<file path="src/rtl/dtcm_lsu_port.sv">
// Scalar load/store front-end for the 128-bit data TCM: alignment and window
// checks, byte-lane/mask generation, and load formatting with a response register.
module dtcm_lsu_port #(
  parameter int          AW        = 14,
  parameter logic [63:0] BASE_ADDR = 64'h8000_0000,
  parameter int          TW        = 4
) (
  input  logic          CLK,
  input  logic          RSTn,
  input  logic          flush,
  input  logic          req_valid,
  output logic          req_ready,
  input  logic [63:0]   req_addr,
  input  logic [63:0]   req_wdata,
  input  logic          req_is_store,
  input  logic [1:0]    req_size,
  input  logic          req_unsigned,
  input  logic [TW-1:0] req_tag,
  output logic          rsp_valid,
  input  logic          rsp_ready,
  output logic [63:0]   rsp_rdata,
  output logic [TW-1:0] rsp_tag,
  output logic          rsp_misalign,
  output logic          rsp_fault,
  output logic [AW-1:0] dtcm_addr,
  output logic [127:0]  dtcm_data_dnxt,
  output logic          dtcm_wen,
  output logic [15:0]   dtcm_wmask,
  input  logic [127:0]  dtcm_data_qout,
  output logic          o_dbg_state
);

  // Handshake: a beat transfers on a cycle where valid & ready are both high at
  // the rising CLK edge; neither side may make valid depend on its own ready.
  typedef enum logic [0:0] {IDLE = 1'b0, RESP = 1'b1} state_t;

  state_t        r_state;
  logic [3:0]    r_off;
  logic [1:0]    r_size;
  logic          r_unsigned;
  logic [TW-1:0] r_tag;
  logic          r_is_store;
  logic          r_misalign;
  logic          r_fault;
  logic [AW-1:0] r_line;

  logic          w_acc;
  logic          w_misalign;
  logic          w_fault;
  logic          w_wen;
  logic [3:0]    w_off;
  logic [AW-1:0] w_line;
  logic [15:0]   w_bmask;
  logic [63:0]   w_sh;
  logic [63:0]   w_ld;

  // RSTn gating keeps the TCM strobes quiet while reset is held.
  assign req_ready = RSTn & ~flush & ((r_state == IDLE) | rsp_ready);
  assign w_acc     = req_valid & req_ready;
  assign w_off     = req_addr[3:0];
  assign w_line    = req_addr[AW+3:4];
  assign w_fault   = req_addr[63:AW+4] != BASE_ADDR[63:AW+4];

  always_comb begin
    w_misalign = 1'b0;
    w_bmask    = 16'h0001;
    case (req_size)
      2'd0: begin w_misalign = 1'b0;                  w_bmask = 16'h0001; end
      2'd1: begin w_misalign = req_addr[0];           w_bmask = 16'h0003; end
      2'd2: begin w_misalign = |req_addr[1:0];        w_bmask = 16'h000F; end
      default: begin w_misalign = |req_addr[2:0];     w_bmask = 16'h00FF; end
    endcase
  end

  assign w_wen          = w_acc & req_is_store & ~w_misalign & ~w_fault;
  assign dtcm_wen       = w_wen;
  assign dtcm_wmask     = w_wen ? (w_bmask << w_off) : 16'h0000;
  assign dtcm_data_dnxt = {64'h0, req_wdata} << {w_off, 3'b000};
  // Holding the last line keeps dtcm_data_qout stable across a stalled response.
  assign dtcm_addr      = w_acc ? w_line : r_line;

  assign w_sh = 64'(dtcm_data_qout >> {r_off, 3'b000});

  always_comb begin
    w_ld = 64'h0;
    case (r_size)
      2'd0: w_ld = r_unsigned ? {56'h0, w_sh[7:0]}  : {{56{w_sh[7]}},  w_sh[7:0]};
      2'd1: w_ld = r_unsigned ? {48'h0, w_sh[15:0]} : {{48{w_sh[15]}}, w_sh[15:0]};
      2'd2: w_ld = r_unsigned ? {32'h0, w_sh[31:0]} : {{32{w_sh[31]}}, w_sh[31:0]};
      default: w_ld = w_sh;
    endcase
  end

  assign rsp_valid    = (r_state == RESP);
  assign rsp_rdata    = (rsp_valid & ~r_is_store & ~r_misalign & ~r_fault) ? w_ld : 64'h0;
  assign rsp_tag      = r_tag;
  assign rsp_misalign = r_misalign;
  assign rsp_fault    = r_fault;
  assign o_dbg_state  = r_state;

  always_ff @(posedge CLK or negedge RSTn) begin
    if (!RSTn) begin
      r_state    <= IDLE;
      r_off      <= 4'h0;
      r_size     <= 2'd0;
      r_unsigned <= 1'b0;
      r_tag      <= '0;
      r_is_store <= 1'b0;
      r_misalign <= 1'b0;
      r_fault    <= 1'b0;
      r_line     <= '0;
    end else begin
      if (flush) begin
        r_state <= IDLE;
      end else if (w_acc) begin
        r_state    <= RESP;
        r_off      <= w_off;
        r_size     <= req_size;
        r_unsigned <= req_unsigned;
        r_tag      <= req_tag;
        r_is_store <= req_is_store;
        r_misalign <= w_misalign;
        r_fault    <= w_fault;
        r_line     <= w_line;
      end else if ((r_state == RESP) && rsp_ready) begin
        r_state <= IDLE;
      end
    end
  end

endmodule
</file>
<file path="config.mk">
export PLATFORM = sky130hd
export DESIGN_NAME = dtcm_lsu_port
export DESIGN_NICKNAME = d
export VERILOG_FILES = /design/src/rtl/dtcm_lsu_port.sv
export SDC_FILE = /design/constraint.sdc
export NUM_CORES = 1
export LEC_CHECK = 0
export ABC_AREA = 1
export CAP_MARGIN = 20
export CORE_AREA = 3 3 195 197
export DETAILED_ROUTE_END_ITERATION = 10
export DIE_AREA = 0 0 198 200
export PLACE_DENSITY = 0.6
export SLEW_MARGIN = 5
export SYNTH_ARGS = -nofsm -noshare
export SYNTH_HDL_FRONTEND = slang
export SYNTH_SLANG_ARGS = --single-unit
export TNS_END_PERCENT = 5
</file>
<file path="constraint.sdc">
create_clock -name CLK -period 2.9 [get_ports CLK]
set_input_delay 0.58 -clock CLK [delete_from_list [all_inputs] [get_ports CLK]]
set_output_delay 0.58 -clock CLK [all_outputs]
set_load 0.05 [all_outputs]
</file>
==> results.tsv, run 1 <==
stage	metric	value	unit
clocking	cts.sinks	29	
grt	grt_overflow	0	
power_and_ir_drop	peakVddDrop	0.243	mV
power_and_ir_drop	p_clk_frac	0.080	
final_layout	final_nets	2845	
floorplanning	die_area	39600	um2
sta	fin_ws	-0.133	ns
synth	synth.net_count	2210	
critical_path	ff2ff_path_depth	7	
drt	drt_iter0_markers	1125	
grt	grt_pass1_wl	93500	um
grt	grt_pass1_vias	15700	
synth	synth_adder_area_share	0	
synth	syn_area	9300	um2
critical_path	critPathMaxFanout	9	
sta	slew_viol_final	0	
worst_hold_path	hold_depth	2	
drt	vias	16200	
run_status	outcome	finished with violations	
floorplanning	start_util	0.255	
drt	drt.antenna.violating_nets	0	
clocking	clock-root-buffer	clkbuf_16	
clocking	htree_levels	2	
final_layout	finalNonFillerCells	3052	
final_layout	fin_util	0.555	
clocking	cts_tree	yes	
synth	synth_compound_area_frac	0.251	
critical_path	r2r_start	o_dbg_state	
critical_path	regToRegEndpoint	rsp_fault	
sta	finalHoldViolCount	0	
critical_path	cp_data_required_time	2.32	ns
critical_path	crit_slowest_cell	dfrtp_4	
synth	synth.area.mux_share	0.0226	
power_and_ir_drop	power_frac_comb	0.847	
synth	yosys_warnings	0	
sta	slew_headroom	0.628	
synth	synth-simple-area-share	0.518	
synth	synth-xor-area-share	0	
drt	first_pass_iters	5	
worst_hold_path	hp-start	r_line[1]	
synth	synth_seq_cells	29	
grt	antenna_found_initial	13	
clocking	clock_path_buffers	2	
grt	globalRouteTotalUtil	0.304	
power_and_ir_drop	power_switching	3.93	mW
power_and_ir_drop	power_density	371	nW/um2
power_and_ir_drop	leakagePower	9.45	nW
synth	synth_top_family_by_area	simple AND/OR/NAND/NOR gates	
synth	ys_seq_area_frac	0.0780	
placement	dp_hpwl	50300	um
sta	fin_skew	0.00582	ns
critical_path	critPathMaxStageDelay	0.52	ns
grt	use_met1	0.340	
grt	grt.met2_usage	0.546	
floorplanning	chipWidth	198	um
sta	period_needed	3.03	ns
critical_path	path_cells	clkinv_8 > buf_12 > buf_16 > nand2_8 > nand3_4 > nand3_2 > o21ai_2 > inv_2 > nand2_2 > nand2_4 > nand2_4 > o21bai_4 > buf_6 > nor2_1 > buf_12	
drt	wl_per_cell	21.2	um
power_and_ir_drop	sequentialPowerShare	0.073	
worst_hold_path	hold_end	r_line[1]	
critical_path	end_kind	primary output	
drt	drcViolationCount	0	
placement	placedCellCount	3017	
critical_path	reg2reg_setup_slack	1.40	ns
sta	tightest_slew	0.556	ns
sta	fin_crit_sh	1.05	
clocking	numCtsBuffers	5	
floorplanning	num_io_pins	501	
grt	grt_busiest_layer	met2	
floorplanning	die_h	200	um
critical_path	arrival	2.45	ns
synth	synth_cell_types	37	
clocking	clock_latency	0.27	ns
floorplanning	rows	70	
power_and_ir_drop	power_switching_share	0.524	
sta	setup_viol	49	
floorplanning	core	36400	um2
grt	grt_max_degree	78	
final_layout	layout-drive-gt1-share	0.294	
synth	syn-mean-instance-area	4.79	um2
power_and_ir_drop	p_int	3.57	mW
placement	io_buffers	500	
synth	synthCells	1941	
run_status	violations	setup timing	
run	cap_violations	0	
clocking	path_clk_slew	0.05	ns
critical_path	crit_type	flip-flop to primary output	
placement	gp_congestion	1.04	
drt	post_drt_via_cell_ratio	5.30	
drt	wl	64700	um
sta	rsz0062_at_grt	yes	
critical_path	startpoint_type	flip-flop	
worst_hold_path	hp-class	flip-flop to flip-flop	
sta	clock.fmax	330	MHz
grt	met3_usage	0.0958	
final_layout	syn_to_final_growth	117	%
==> state kept, by name (all words and copies together), names as in the netlist <==
signal        flops
r_line           14
r_off             4
rsp_tag           4
r_size            2
o_dbg_state       1
r_is_store        1
r_unsigned        1
rsp_fault         1
rsp_misalign      1
==> critical path, delay by kind of cell, from the launching register on <==
family                 cells  cell delay [ns]
AO/OA/AOI/OAI              2             0.35
buffers and inverters      6             0.81
flip-flops                 1             0.52
AND/OR/NAND/NOR            7             0.48
==> per-stage QoR <==
stage	area [um2]	hold WS (ns)	power (mW)	worst slack, ns	setup TNS, ns
3_3_place_gp	18800	0.457	6.24	-0.515	-13.31
6_report	20200	0.472	7.51	-0.133	-4.26
4_1_cts	19700	0.476	7.18	-0.117	-3.78
5_1_grt	20200	0.501	7.97	-0.212	-10.65
3_5_place_dp	18800	0.461	6.26	-0.508	-14.41
2_1_floorplan	9400	0.284	3.56	-0.462	-3.55
==> layout make-up <==
type                            count  area [um2]
Clock inverter                      1        30.0
Timing Repair inverter              1        8.76
Fill cell                        3565       16200
Tap cell                          468         586
Multi-Input combinational cell   1614        8240
Inverter                          146         584
Antenna cell                        7        17.5
Clock buffer                        7         143
Sequential cell                    29         737
Timing Repair Buffer              779        9870
==> layout by cell type (no fill, tap or decap), types with 8 or more instances in the layout <==
cell             synthesis  layout
buf_6                    0      11
o21ai_0                190     140
a21oi_1                 94      73
o211ai_1                15      15
nand2_1                776     740
inv_1                  136     122
inv_2                    7      16
o22ai_1                 55      47
dlygate4sd2_1            0      19
o22ai_2                  0       8
mux2i_1                 21      17
nor2_4                   0      23
buf_4                   15     231
a21oi_2                  0      15
nor2_2                   0      25
nor2_1                 168     120
or2_2                   36      31
nand2_2                  3      35
buf_12                   0     247
o21ai_1                  3      21
o21ai_2                  0      30
dfrtp_1                 29      24
clkdlybuf4s50_1          0     250
nand3_2                  0      11
nand3_1                175     162
o221ai_1                22      21
==> cells in the mapped netlist (all sizes together) <==
library cell	instances	area, um2
nand2	780	2940
o21ai	193	966
nand3	175	876
nor2	168	631
inv	143	537
a21oi	94	470
buf	76	387
clkbuf	76	287
o22ai	55	344
or2	40	250
dfrtp	29	726
o221ai	22	193
mux2i	21	210
o211ai	15	113
a31oi	11	68.8
nor3	8	40.0
nor4	8	56.3
o22a	6	52.6
o31ai	6	45.0
o21bai	5	48.8
clkinv	3	11.3
a22oi	2	15.0
nand4	2	12.5
a211oi	1	7.51
a21boi	1	7.51
nor3b	1	7.51
==> cells by family (layout without fill, tap and decap cells) <==
logic type | Yosys count | after routing
AO/OA/AOI/OAI | 411 | 411
buffers and inverters | 298 | 934
flip-flops | 29 | 29
multiplexers | 21 | 21
other | 0 | 7
AND/OR/NAND/NOR | 1182 | 1182
==> power groups by stage <==
stage                     clock network [mW]  logic (mW)  registers (mW)
after floorplan                            0        2.99           0.568
after global placement                     0        5.70           0.537
after detailed placement                   0        5.72           0.540
after CTS                              0.614        6.02           0.543
after global routing                   0.637        6.77           0.556
final                                  0.601        6.36           0.547
==> worst max path at each step <==
stage                 startpoint             end  slack [ns]  cells past startpoint
global route            r_off[0]   rsp_rdata[51]       -0.21                     15
CTS                     r_off[0]   rsp_rdata[37]       -0.12                     14
detailed placement  req_addr[35]  dtcm_wmask[10]       -0.51                     11
global placement    req_addr[43]  dtcm_wmask[10]       -0.51                     11
finish                  r_off[0]   rsp_rdata[51]       -0.13                     15
floorplan            o_dbg_state   dtcm_wmask[1]       -0.46                     10
==> repair_timing <==
| item | in CTS | in global routing |
|---|---|---|
| buffers inserted | 10 | 9 |
| pin swaps | 35 | 26 |
| hold buffers | 0 | 0 |
| gates resized for setup | 161 | 165 |
| endpoints found under the setup margin | 108 | 121 |
| gates cloned | 6 | 3 |
==> metal layers <==
layer / share of wire / routed length (um) / vias up
li1: - / - / 7626
met1: 0.36 / 23200 / 7446
met2: 0.49 / 31900 / 917
met3: 0.10 / 6780 / 185
met4: 0.043 / 2800 / 10
met5: 0.00091 / 59 / -
Power figures use the tool's default switching activity.
==> run 2: changes to the inputs <==
- RECOVER_POWER: default -> 50
- SLEW_MARGIN: 5 -> default
==> run 2 against run 1 <==
The flow finishes with violations (capacitance limit, slew limit, setup timing). Final area shrank 0.64%. Critical path depth is the same. Worst setup slack gained 0.0048 ns. Register-to-register slack is essentially flat. Combinational power is essentially flat. Die area is the same. Maximum frequency grew 0.16%. Sequential cell count is the same. Worst hold slack lost 0.0011 ns. Non-clock buffer count is the same. Clock skew is essentially flat. Sequential share of layout area is essentially flat. Largest power group unchanged. Highest routed layer unchanged.
==> results.tsv, run 2 (synthesis gave the netlist of run 1 again) <==
stage	metric	value	unit
power_and_ir_drop	power	7.47	mW
final_layout	syn_to_final_growth	116	%
final_layout	layout-drive-gt1-share	0.293	
sta	period_needed	3.03	ns
grt	grt_max_degree	78	
grt	grt_pass1_vias	15700	
placement	place_ws	-0.508	ns
power_and_ir_drop	leakagePower	9.43	nW
floorplanning	die_area	39600	um2
critical_path	end_kind	primary output	
final_layout	max_flop_register	r_line	
sta	slew_viol_final	30	
grt	grt_overflow	0	
sta	fin_skew	0.00582	ns
run	cap_violations	1	
clocking	cts.hold.buffers_added	0	
power_and_ir_drop	power_density	372	nW/um2
floorplanning	die_h	200	um
floorplanning	core	36400	um2
critical_path	crit_type	flip-flop to primary output	
clocking	cts_tree	yes	
floorplanning	num_io_pins	501	
clocking	path_clk_slew	0.05	ns
final_layout	final_common_cell	nand2_1	
grt	globalRouteTotalUtil	0.304	
placement	io_buffers	500	
drt	post_drt_via_cell_ratio	5.27	
clocking	cts.sinks	29	
run_status	outcome	finished with violations	
final_layout	mostFrequentLayoutCells	nand2_1, clkdlybuf4s50_1, buf_12, buf_4, nand3_1	
sta	clock.fmax	330	MHz
grt	antenna_found_initial	13	
placement	dp_hpwl	50300	um
sta	finalHoldViolCount	0	
drt	wl_per_cell	21.1	um
drt	drcViolationCount	0	
grt	grt_pass1_wl	93500	um
final_layout	largest_reg_flops	14	
clocking	clock_latency	0.27	ns
sta	tightest_slew	1.59	ns
critical_path	crit_slowest_cell	dfrtp_4	
clocking	htree_levels	2	
floorplanning	start_util	0.255	
run_status	violations	capacitance limit, slew limit, setup timing	
critical_path	arrival	2.45	ns
drt	first_pass_iters	6	
sta	fin_setup_tns	-4.19	ns
floorplanning	rows	70	
critical_path	path_cells	clkinv_8 > buf_12 > buf_16 > nand2_8 > nand3_4 > nand3_2 > o21ai_2 > inv_2 > nand2_2 > nand2_4 > nand2_4 > o21bai_4 > buf_6 > nor2_1 > buf_12	
drt	wl	64500	um
floorplanning	chipWidth	198	um
placement	gp_congestion	1.04	
critical_path	critPathMaxStageDelay	0.52	ns
power_and_ir_drop	peakVddDrop	0.243	mV
clocking	clock-root-buffer	clkbuf_16	
sta	rsz0062_at_grt	yes	
drt	vias	16100	
clocking	clock_path_buffers	2	
sta	setup_viol	54	
drt	drt.antenna.violating_nets	0	
sta	fin_ws	-0.128	ns
final_layout	final_nets	2845	
sta	fin_crit_sh	1.04	
critical_path	startpoint_type	flip-flop	
worst_hold_path	hp-class	flip-flop to flip-flop	
sta	slew_headroom	-0.0599	
critical_path	cp_data_required_time	2.32	ns
clocking	numCtsBuffers	5	
drt	drt_iter0_markers	1171	
critical_path	critPathMaxFanout	9	
-- run 2: cell count changes in the layout (fill, tap and decap cells not counted), sizes merged --
cell / delta
clkdlybuf4s50: -9
dlygate4sd3: +9
buf: -10
clkbuf: +10
-- run 2: metal layers --
metal  part of all wire  global-route usage  vias up  wire (um)
met5            0.00091                   0        -         59
met4              0.043               0.109       10       2780
met3              0.099              0.0958      183       6410
met2               0.49               0.546      843      31800
met1               0.36               0.340     7427      23500
li1                   -                   -     7631          -
-- run 2: stage by stage --
stage                     area, um2  instances   util  hold WS (ns)
after floorplan                9400       1941      -         0.284
after global placement        18800       3017  0.516         0.457
after detailed placement      18800       3017  0.516         0.461
after CTS                     19700       3039  0.540         0.476
after global routing          20100       3051  0.551         0.501
final                         20100       3052  0.551         0.471
-- run 2: final timing paths --
path | slack [ns] | startpoint | depth (start not counted) | to
worst max-delay path | -0.13 | r_off[0] | 15 | rsp_rdata[51]
worst min-delay path | 0.47 | r_line[1] | 2 | r_line[1]
worst max register to register | 1.40 | o_dbg_state | 8 | r_off[2]
worst min register to register | 0.47 | r_line[1] | 2 | r_line[1]
max in group asynchronous | 0.43 | RSTn | 2 | r_off[1]
min in group asynchronous | 1.34 | RSTn | 2 | r_line[7]
-- run 2: cell type report --
cell class | count | area [um2]
clock inverter | 1 | 30.0
inverter | 146 | 584
tap | 468 | 586
antenna | 7 | 17.5
timing repair buffer | 779 | 9740
fill | 3579 | 16300
multi-input combinational | 1614 | 8240
timing repair inverter | 1 | 8.76
sequential | 29 | 737
clock buffer | 7 | 143
-- run 2: critical path, delay by kind of cell, from the launching register on --
kind | cells | cell delay [ns]
AOI/OAI and AO/OA | 2 | 0.35
buffers and inverters | 6 | 0.79
DFF | 1 | 0.52
and+or+nand+nor | 7 | 0.48
-- run 2: what timing repair did --
action	CTS	global route
hold endpoints to repair	0	0
pin swaps	35	26
gates resized for setup	161	165
cloned	6	3
setup buffers	10	9
endpoints found under the setup margin	108	121
-- run 2: power breakdown --
group | internal (mW) | switching (mW)
Clock | 0.428 | 0.173
Sequential | 0.480 | 0.0660
Combinational | 2.64 | 3.68
Total | 3.55 | 3.92
